## config.mk

```make
export PLATFORM = sky130hd
export DESIGN_NAME = quan_scal_fac_adap
export DESIGN_NICKNAME = d
export VERILOG_FILES = /design/src/rtl/g726_pkg.sv /design/src/rtl/scal_fac_mix.sv /design/src/rtl/quan_scal_fac_adap.sv
export SDC_FILE = /design/constraint.sdc
export NUM_CORES = 1
export LEC_CHECK = 0
export ABC_AREA = 1
export ABC_CLOCK_PERIOD_IN_PS = 16000
export BUFFER_PORTS_ARGS = -buffer_cell sky130_fd_sc_hd__buf_2
export CORE_AREA = 2 2 121 123
export CTS_CLUSTER_DIAMETER = 80
export DETAILED_ROUTE_END_ITERATION = 8
export DIE_AREA = 0 0 123 125
export PLACE_DENSITY = 0.8
export SYNTH_ARGS = -nofsm -noshare
export SYNTH_HDL_FRONTEND = slang
export SYNTH_SLANG_ARGS = --single-unit
```

## constraint.sdc

```tcl
create_clock -name clk -period 16 [get_ports clk]
set_clock_uncertainty 0.1 [all_clocks]
set_input_delay 0.8 -clock clk [delete_from_list [all_inputs] [get_ports clk]]
set_output_delay 0.8 -clock clk [all_outputs]
set_load 0.02 [all_outputs]
```

## src/rtl/g726_pkg.sv

```systemverilog
// Shared G.726 definitions for the scale factor adaptation datapath.
// Holds the fixed word widths, the scale factor limits and initial value,
// and the 32 kbit/s FUNCTW log-domain weight table.
package g726_pkg;

  localparam int Y_W  = 13;  // YU and Y
  localparam int YL_W = 19;  // YL
  localparam int AL_W = 7;   // speed control AL
  localparam int I_W  = 4;   // ADPCM codeword

  localparam logic [Y_W-1:0]  YU_MIN  = 13'd544;
  localparam logic [Y_W-1:0]  YU_MAX  = 13'd5120;
  localparam logic [YL_W-1:0] YL_INIT = 19'd34816;

  // WI as a 12-bit two's complement value, indexed by the magnitude code IM.
  function automatic logic [11:0] wi_lookup(input logic [2:0] im);
    logic [11:0] wi;
    case (im)
      3'd0:    wi = 12'd4084;  // -12
      3'd1:    wi = 12'd18;
      3'd2:    wi = 12'd41;
      3'd3:    wi = 12'd64;
      3'd4:    wi = 12'd112;
      3'd5:    wi = 12'd198;
      3'd6:    wi = 12'd355;
      default: wi = 12'd1122;
    endcase
    return wi;
  endfunction

endpackage

```

## src/rtl/scal_fac_mix.sv

```systemverilog
// MIX: blends the fast (YU) and slow (YL) scale factors under speed control
// AL into the quantizer scale factor Y. Purely combinational; shared with
// the inverse-quantizer path.
//   yu  in  13  fast scale factor
//   yl  in  19  slow scale factor
//   al  in  7   speed control, values above 64 act as 64
//   y   out 13  mixed scale factor
module scal_fac_mix
  import g726_pkg::*;
(
  input  logic [Y_W-1:0]  yu,
  input  logic [YL_W-1:0] yl,
  input  logic [AL_W-1:0] al,
  output logic [Y_W-1:0]  y
);

  logic [AL_W-1:0] ale;
  logic [Y_W-1:0]  yl_sh;
  logic [13:0]     dif;
  logic            difs;
  logic [13:0]     difm;
  logic [20:0]     prod_full;
  logic [13:0]     prod;
  logic            unused_bits;

  assign ale   = (al > 7'd64) ? 7'd64 : al;
  assign yl_sh = yl[YL_W-1:6];

  // 16384 vanishes modulo 2^14, so DIF is the plain 14-bit difference.
  assign dif  = {1'b0, yu} - {1'b0, yl_sh};
  assign difs = dif[13];
  assign difm = difs ? (14'd0 - dif) : dif;

  // Sign-magnitude product: magnitude scaled, then the sign reapplied,
  // which truncates toward zero for negative differences.
  assign prod_full = {7'd0, difm} * {14'd0, ale};
  assign prod      = difs ? (14'd0 - prod_full[19:6]) : prod_full[19:6];

  assign y = yl_sh + prod[Y_W-1:0];

  assign unused_bits = &{1'b0, yl[5:0], prod_full[20], prod_full[5:0], prod[13]};

endmodule

```

## src/rtl/quan_scal_fac_adap.sv

```systemverilog
// Quantizer scale factor adaptation (G.726, 32 kbit/s, single channel).
// Keeps the fast scale factor YU and slow scale factor YL, and drives the
// mixed scale factor Y combinationally from the state and AL.
//   clk        in  1   rising-edge clock
//   reset      in  1   synchronous active-high, loads YU=544, YL=34816
//   scan_en    in  1   DFT scan enable (stitched at synthesis)
//   scan_in0   in  1   DFT scan input (stitched at synthesis)
//   scan_out0  out 1   DFT scan output, 0 in RTL
//   i_valid    in  1   apply i and update state on this edge
//   i          in  4   ADPCM codeword (sign [3], magnitude [2:0])
//   al         in  7   speed control AL
//   y          out 13  mixed scale factor
//   yu         out 13  fast scale factor state
//   yl         out 19  slow scale factor state
module quan_scal_fac_adap
  import g726_pkg::*;
(
  input  logic             clk,
  input  logic             reset,
  input  logic             scan_en,
  input  logic             scan_in0,
  output logic             scan_out0,
  input  logic             i_valid,
  input  logic [I_W-1:0]   i,
  input  logic [AL_W-1:0]  al,
  output logic [Y_W-1:0]   y,
  output logic [Y_W-1:0]   yu,
  output logic [YL_W-1:0]  yl
);

  // LIMB: YUT never reaches a wrapped large value, so an unsigned clamp
  // covers both the lower and upper limit.
  function automatic logic [Y_W-1:0] limb(input logic [Y_W-1:0] yut);
    logic [Y_W-1:0] r;
    if (yut < YU_MIN)      r = YU_MIN;
    else if (yut > YU_MAX) r = YU_MAX;
    else                   r = yut;
    return r;
  endfunction

  logic [2:0]      im;
  logic [11:0]     wi;
  logic [16:0]     filtd_dif;
  logic [Y_W-1:0]  filtd_difsx;
  logic [Y_W-1:0]  yut;
  logic [Y_W-1:0]  yup;
  logic [19:0]     yl_neg;
  logic [13:0]     filte_dif;
  logic [YL_W-1:0] filte_difsx;
  logic [YL_W-1:0] ylp;
  logic            unused_bits;

  assign scan_out0   = 1'b0;
  assign unused_bits = &{1'b0, scan_en, scan_in0, filtd_dif[4:0], yl_neg[5:0]};

  scal_fac_mix u_mix (
    .yu (yu),
    .yl (yl),
    .al (al),
    .y  (y)
  );

  // FUNCTW: negative codewords map via 15-i, i.e. the inverted low bits.
  assign im = i[3] ? ~i[2:0] : i[2:0];
  assign wi = wi_lookup(im);

  // FILTD: YU moves 1/32 of the way from Y toward WI<<5.
  assign filtd_dif   = {wi, 5'd0} - {4'd0, y};
  assign filtd_difsx = {filtd_dif[16], filtd_dif[16:5]};
  assign yut         = y + filtd_difsx;
  assign yup         = limb(yut);

  // FILTE: YL moves 1/64 of the way toward YUP<<6.
  assign yl_neg      = 20'd0 - {1'b0, yl};
  assign filte_dif   = {1'b0, yup} + yl_neg[19:6];
  assign filte_difsx = {{(YL_W-14){filte_dif[13]}}, filte_dif};
  assign ylp         = yl + filte_difsx;

  always_ff @(posedge clk) begin
    if (reset) begin
      yu <= YU_MIN;
      yl <= YL_INIT;
    end else if (i_valid) begin
      yu <= yup;
      yl <= ylp;
    end
  end

endmodule

```

## Yosys cells after proc, flatten, opt, wreduce, memory -nomap -nowiden

Index checks and enable logic that the tools add are counted.
W data, S select, Z words.

- Register bits after elaboration: 32
- Word-level logic and storage cells: 30

- Muxes and demuxes: 7
- Equal/unequal tests: 6
- $add $sub $neg: 9
- $lt $le $gt $ge: 3
- Multipliers: 1
- Reduce and logical (&&, ||, !) cells: 1
- Bitwise gates (word level): 1

Operators with widths:

| cell | count |
|---|---|
| $pmux W12 S7 | 1 |
| $mux W13 | 3 |
| $add A13 B13 Y13 | 2 |
| $sub A1 B19 Y20 const A | 1 |
| $add A19 B19 Y19 | 1 |
| $mul A14 B7 Y19 | 1 |
| $sub A17 B13 Y17 | 1 |
| $add A13 B14 Y14 | 1 |
| $mux W14 | 1 |
| $sub A1 B14 Y14 const A | 1 |
| $sub A13 B13 Y14 | 1 |
| $gt A13 B13 Y1 const B | 1 |
| $lt A13 B10 Y1 const B | 1 |
| $sub A1 B13 Y13 const A | 1 |
| $eq A3 B3 Y1 const B | 3 |
| $gt A7 B7 Y1 const B | 1 |
| $mux W7 | 1 |
| $eq A3 B2 Y1 const B | 2 |
| $eq A3 B1 Y1 const B | 1 |
| $logic_not A3 Y1 | 1 |
| $mux W3 | 1 |
| $not A3 Y3 | 1 |

## Longest topological paths before layout

- Depth in word-level cells: 14
- Depth in mapped cells: 98
- Mapped depth without buffers: 98

## Modules after synthesis

A second synthesis with hierarchy kept.

- Cell total of the unflattened synthesis: 1,459
- Area, all modules: 9,176.3 µm²

By module, submodules not included:

| module | times used | area each (µm²) | cells each | seq. area each (µm²) |
|---|---|---|---|---|
| scal_fac_mix | 1 | 4,904.7 | 780 | 0.0 |
| quan_scal_fac_adap | 1 | 4,271.6 | 679 | 640.6 |

## Worst setup path after synthesis

No wires, ideal clock.

- Path type: reg-to-reg
- Start: reg yl[13]
- End: reg yl[18]
- Setup slack: 1.651 ns
- Library setup time: 0.110 ns
- Stages on the path, launching flop included: 88
- Buffers on the path: 1
- Required time: 15.790 ns
- Data arrival time: 14.139 ns
- Path through: dfxtp_1 inv_1 ha_1 nand2_1 inv_1 nand2_1 nand2_1 a21oi_1 nand2_2 inv_2 buf_1 nand2_1 xor2_1 inv_1 nand2_1 fa_1 inv_1 fa_1 (+52 left out) inv_1 a21oi_1 o21ai_0 a21oi_1 o21bai_1 nand2_1 inv_1 a221o_1 a21o_1 a21oi_1 o21ai_0 a21oi_1 o21bai_1 nand3b_2 nand3_2 nand2_1 inv_1 nor2_1

- Cells in the longest elaborated chain, start to end: 14

Ends and longest elaborated chain:

| element | line | source |
|---|---|---|
| start: declaration | quan_scal_fac_adap.sv:28 | `output logic [YL_W-1:0] yl` |
| start signal: assignment | quan_scal_fac_adap.sv:85 | `yl <= ylp;` |
| $sub A13 B13 Y14 | scal_fac_mix.sv:30 | `assign dif = {1'b0, yu} - {1'b0, yl_sh};` |
| $sub A1 B14 Y14 | scal_fac_mix.sv:32 | `assign difm = difs ? (14'd0 - dif) : dif;` |
| $mux W14 | scal_fac_mix.sv:32 |  |
| $mul A14 B7 Y19 | scal_fac_mix.sv:36 | `assign prod_full = {7'd0, difm} * {14'd0, ale};` |
| $sub A1 B13 Y13 | scal_fac_mix.sv:37 | `assign prod = difs ? (14'd0 - prod_full[19:6]) : prod_full[19:6];` |
| $mux W13 | scal_fac_mix.sv:37 |  |
| $add A13 B13 Y13 (*) | scal_fac_mix.sv:39 | `assign y = yl_sh + prod[Y_W-1:0];` |
| via y[10] | quan_scal_fac_adap.sv:26 | `output logic [Y_W-1:0] y,` |
| $sub A17 B13 Y17 | quan_scal_fac_adap.sv:68 | `assign filtd_dif = {wi, 5'd0} - {4'd0, y};` |
| $add A13 B13 Y13 (*) | quan_scal_fac_adap.sv:70 | `assign yut = y + filtd_difsx;` |
| $gt A13 B13 Y1 | quan_scal_fac_adap.sv:36 | `else if (yut > YU_MAX) r = YU_MAX;` |
| $mux W13 | quan_scal_fac_adap.sv:36 |  |
| $mux W13 (*) | quan_scal_fac_adap.sv:35 | `if (yut < YU_MIN) r = YU_MIN;` |
| via yup[0] | quan_scal_fac_adap.sv:46 | `logic [Y_W-1:0] yup;` |
| $add A13 B14 Y14 (*) | quan_scal_fac_adap.sv:75 | `assign filte_dif = {1'b0, yup} + yl_neg[19:6];` |
| $add A19 B19 Y19 (*) | quan_scal_fac_adap.sv:77 | `assign ylp = yl + filte_difsx;` |

Mark *: on every way through the listed nets, which the timed path passes. The rest lies on a longest branch.
A chain may end at the register's enable or synchronous reset.

## Worst setup path after layout

- Start: reg yl[6]
- End: reg yl[18]

- Cells in the longest elaborated chain, start to end: 14

Ends and longest elaborated chain:

| element | line |
|---|---|
| $sub A13 B13 Y14 | scal_fac_mix.sv:30 |
| $sub A1 B14 Y14 | scal_fac_mix.sv:32 |
| $mux W14 | scal_fac_mix.sv:32 |
| $mul A14 B7 Y19 | scal_fac_mix.sv:36 |
| $sub A1 B13 Y13 | scal_fac_mix.sv:37 |
| $mux W13 | scal_fac_mix.sv:37 |
| $add A13 B13 Y13 (*) | scal_fac_mix.sv:39 |
| $sub A17 B13 Y17 | quan_scal_fac_adap.sv:68 |
| $add A13 B13 Y13 (*) | quan_scal_fac_adap.sv:70 |
| $gt A13 B13 Y1 | quan_scal_fac_adap.sv:36 |
| $mux W13 | quan_scal_fac_adap.sv:36 |
| $mux W13 (*) | quan_scal_fac_adap.sv:35 |
| via yup[0] | quan_scal_fac_adap.sv:46 |
| $add A13 B14 Y14 (*) | quan_scal_fac_adap.sv:75 |
| $add A19 B19 Y19 (*) | quan_scal_fac_adap.sv:77 |

Marks and branches as above.

==> impl_results.md <==
* Antenna violations before repair at 0
* Die W at around 120 um
* H-Tree Depth at 2
* Kind of launch point of the worst setup path: flop
* Synth Flop Type: dfxtp_1
* CP max stage cell: fa_1
* Run status: completed
* Yosys Warn Count at 0
* Relative slew margins at between 30% and 40%
* Post-detail-place hpwl at between 15000 and 20000 um
* Count of TritonRoute iterations in the first routing pass at 7
* Post-synthesis average cell area at 6.397 um^2
* CTS Buffer Depth at 2
* Area after DPL at 9560 um^2
* Number of max-cap violations at 0
* Crit path buf inv count at 15
* CP required at approximately 16 ns
* Instance count of the mapped netlist at about 1400
* Quantity of hold-fixing buffers added after cts at 0
* Routed length per instance at roughly 14 um
* Via/cell ratio at about 5.4
* Y dimension of the die at roughly 130 um
* Cell Area, Synth at just under 9000 um^2
* Critical Path End Type: flop
* Pin count of the biggest net entering global routing at 35
* Total count of hold-check failures in the final report at 0
* Vias in the first global route at 8748
* Highest-count cells in the layout ignoring fill and taps: nand2_1 (289), inv_1 (277), nor2_1 (166)
* Upper clock frequency limit at 66.51 MHz
* Core ar. at 14200 um^2
* Vias after detailed routing at slightly below 9000
* Most common cell after layout, fill and taps aside: nand2_1
* Final standard cell area without fillers at roughly 9900 um^2
* Post-route ant nets at 0
* Clk Latency, worst-skew pair at ~0.28 ns
* Yosys cell types at 47
* Overflow after GRT at 0
* Share of the yosys chip area belonging to registers at 7.241%
* Number of buffer cells added on primary ports at 58
* Least-Margin Pin Slew at approximately 1 ns
* Global-route wire length before repair at around 40000 um
* Nets at between 1500 and 2000
* Mapped Nets at ~1600
* Area of the die at about 15000 um^2
* Number of placement rows at 44
* Number of clock sinks at 32
* Share of the clock period used by the worst path after layout at 93.97%
* GP Congestion at 0.9451
* Number of ports placed on the die boundary at 62
* Highest fanout seen on the critical path at 6
* Iteration-0 DRC Markers at 535
* Total Wirelength at around 23000 um
* Ant. Diodes at 0
* Clock root buffer: clkbuf_16
* CP Class: flop to flop
* Number of enable-type register cells in the synthesized netlist at 0
* Final Max Slew Viols at 0
* Number of synthesized register bits at 32
* Layout fillers at between 1000 and 1500
* Tot GR Track Use at between 30% and 40%
* Share of flip-flops with an asynchronous set or reset after synthesis at 0%
* Share of layout cells above drive strength 1 at 12.88%
* Arrival time of data at the critical path endpoint at 15.11 ns
* Clock input transition at the sequential cells of the worst setup and hold paths at roughly 0.060 ns
* Initial core utilization at between 60% and 70%
* DR DRC count at 0
* Area added between synthesis and finish at 11.53%
* Final instance count without filler cells at between 1500 and 2000
* Clock buffers created by TritonCTS at 5
* Dominant cell type by count on the critical path: nand2_1
* Kind of cell with the highest combined delay on the critical path: adder cells
* TritonCTS clock tree: done
* Final setup fails at 0
* Minimum clock period after layout at 15.04 ns
* Maximum cell stage delay along the critical path at ~0.54 ns
* Number of instances in the placed design at about 1600
* Classification of the worst-slack hold path: flop to flop
-- layer usage --
metal	up-vias	GRT usage (%)	wire, um	share of wire [%]
met5	-	0	0	0
met4	0	9.024	657	2.8
met3	55	2.053	1219	5.2
met2	275	55.38	11420	49
met1	4103	41.11	10050	43
li1	4488	-	-	-
-- layout make-up --
| cell class | count | area, um^2 | area share [%] |
|---|---|---|---|
| clock inverters | 1 | 5.005 | 0.05072 |
| well taps | 184 | 230.2 | 2.333 |
| clock buffers | 6 | 128.9 | 1.306 |
| flip-flops and latches | 32 | 645.6 | 6.543 |
| inverters | 282 | 1059 | 10.73 |
| repair buffers | 95 | 568.0 | 5.757 |
| multi-input cells | 1051 | 7231 | 73.28 |
-- path summary, 6_finish.rpt --
check | start | endpoint | slack (ns) | depth (start not counted)
worst max-delay path | yl[6] | yl[18] | 0.96 | 86
worst min register to register | yu[0] | yu[0] | 0.39 | 2
worst min-delay path | yu[0] | yu[0] | 0.39 | 2
worst max register to register | yl[6] | yl[18] | 0.96 | 86
-- flip-flops by register name, indices dropped and copies added, names as in the netlist --
signal  cells
yu         13
yl         19
-- what timing repair did --
item / 4_1_cts / 5_1_grt
setup buffers: 0 / 1
resized for setup: 0 / 44
endpoints found under the setup margin: 0 / 8
-- cells in the mapped netlist, types with 4 or more instances --
| master | number | area (um^2) |
|---|---|---|
| a21o_1 | 5 | 37.54 |
| a21oi_1 | 100 | 500.5 |
| and2_1 | 4 | 25.02 |
| clkbuf_1 | 13 | 48.80 |
| dfxtp_1 | 32 | 640.6 |
| fa_1 | 62 | 1241 |
| ha_1 | 110 | 1376 |
| inv_1 | 279 | 1047 |
| nand2_1 | 290 | 1089 |
| nand2_2 | 21 | 131.4 |
| nand2_4 | 4 | 45.04 |
| nand3_1 | 62 | 310.3 |
| nand3_2 | 10 | 100.1 |
| nand3b_1 | 7 | 52.55 |
| nand4_1 | 12 | 75.07 |
| nor2_1 | 167 | 626.9 |
| nor3_1 | 14 | 70.07 |
| nor4_1 | 4 | 25.02 |
| o21ai_0 | 50 | 250.2 |
| o21bai_1 | 11 | 82.58 |
| or2_2 | 4 | 25.02 |
| xnor2_1 | 22 | 192.7 |
| xor2_1 | 62 | 543.0 |
-- worst min-delay path: cells and delay by family (launching register included) --
family           cells  cell delay (ns)
AO/OA/AOI/OAI        1             0.05
flip-flops           1             0.32
AND/OR/NAND/NOR      1             0.07
-- through the flow --
step	utilization [%]	hold WS [ns]	setup slack [ns]	TNS [ns]
floorplan	-	0.4572	1.651	0
global placement	67.31	0.3680	0.6910	0
detailed placement	67.31	0.3833	0.5264	0
CTS	68.25	0.3918	0.3943	0
global route	69.47	0.4216	-0.001224	-0.001224
finish	69.47	0.3894	0.9645	0
-- kinds of logic after synthesis --
logic type               after synthesis  share of synthesized area, %
adder cells (fa/ha/maj)              172                         29.59
XOR/XNOR                              86                         8.683
AND/OR/NAND/NOR                      607                         30.04
flip-flops                            32                         7.241
buffers and inverters                300                         12.84
other                                  1                       0.04239
AO/OA/AOI/OAI                        185                         11.57
Power is not shown: default switching activity piles up to over one toggle a cycle in this logic, so the estimate is an artifact.
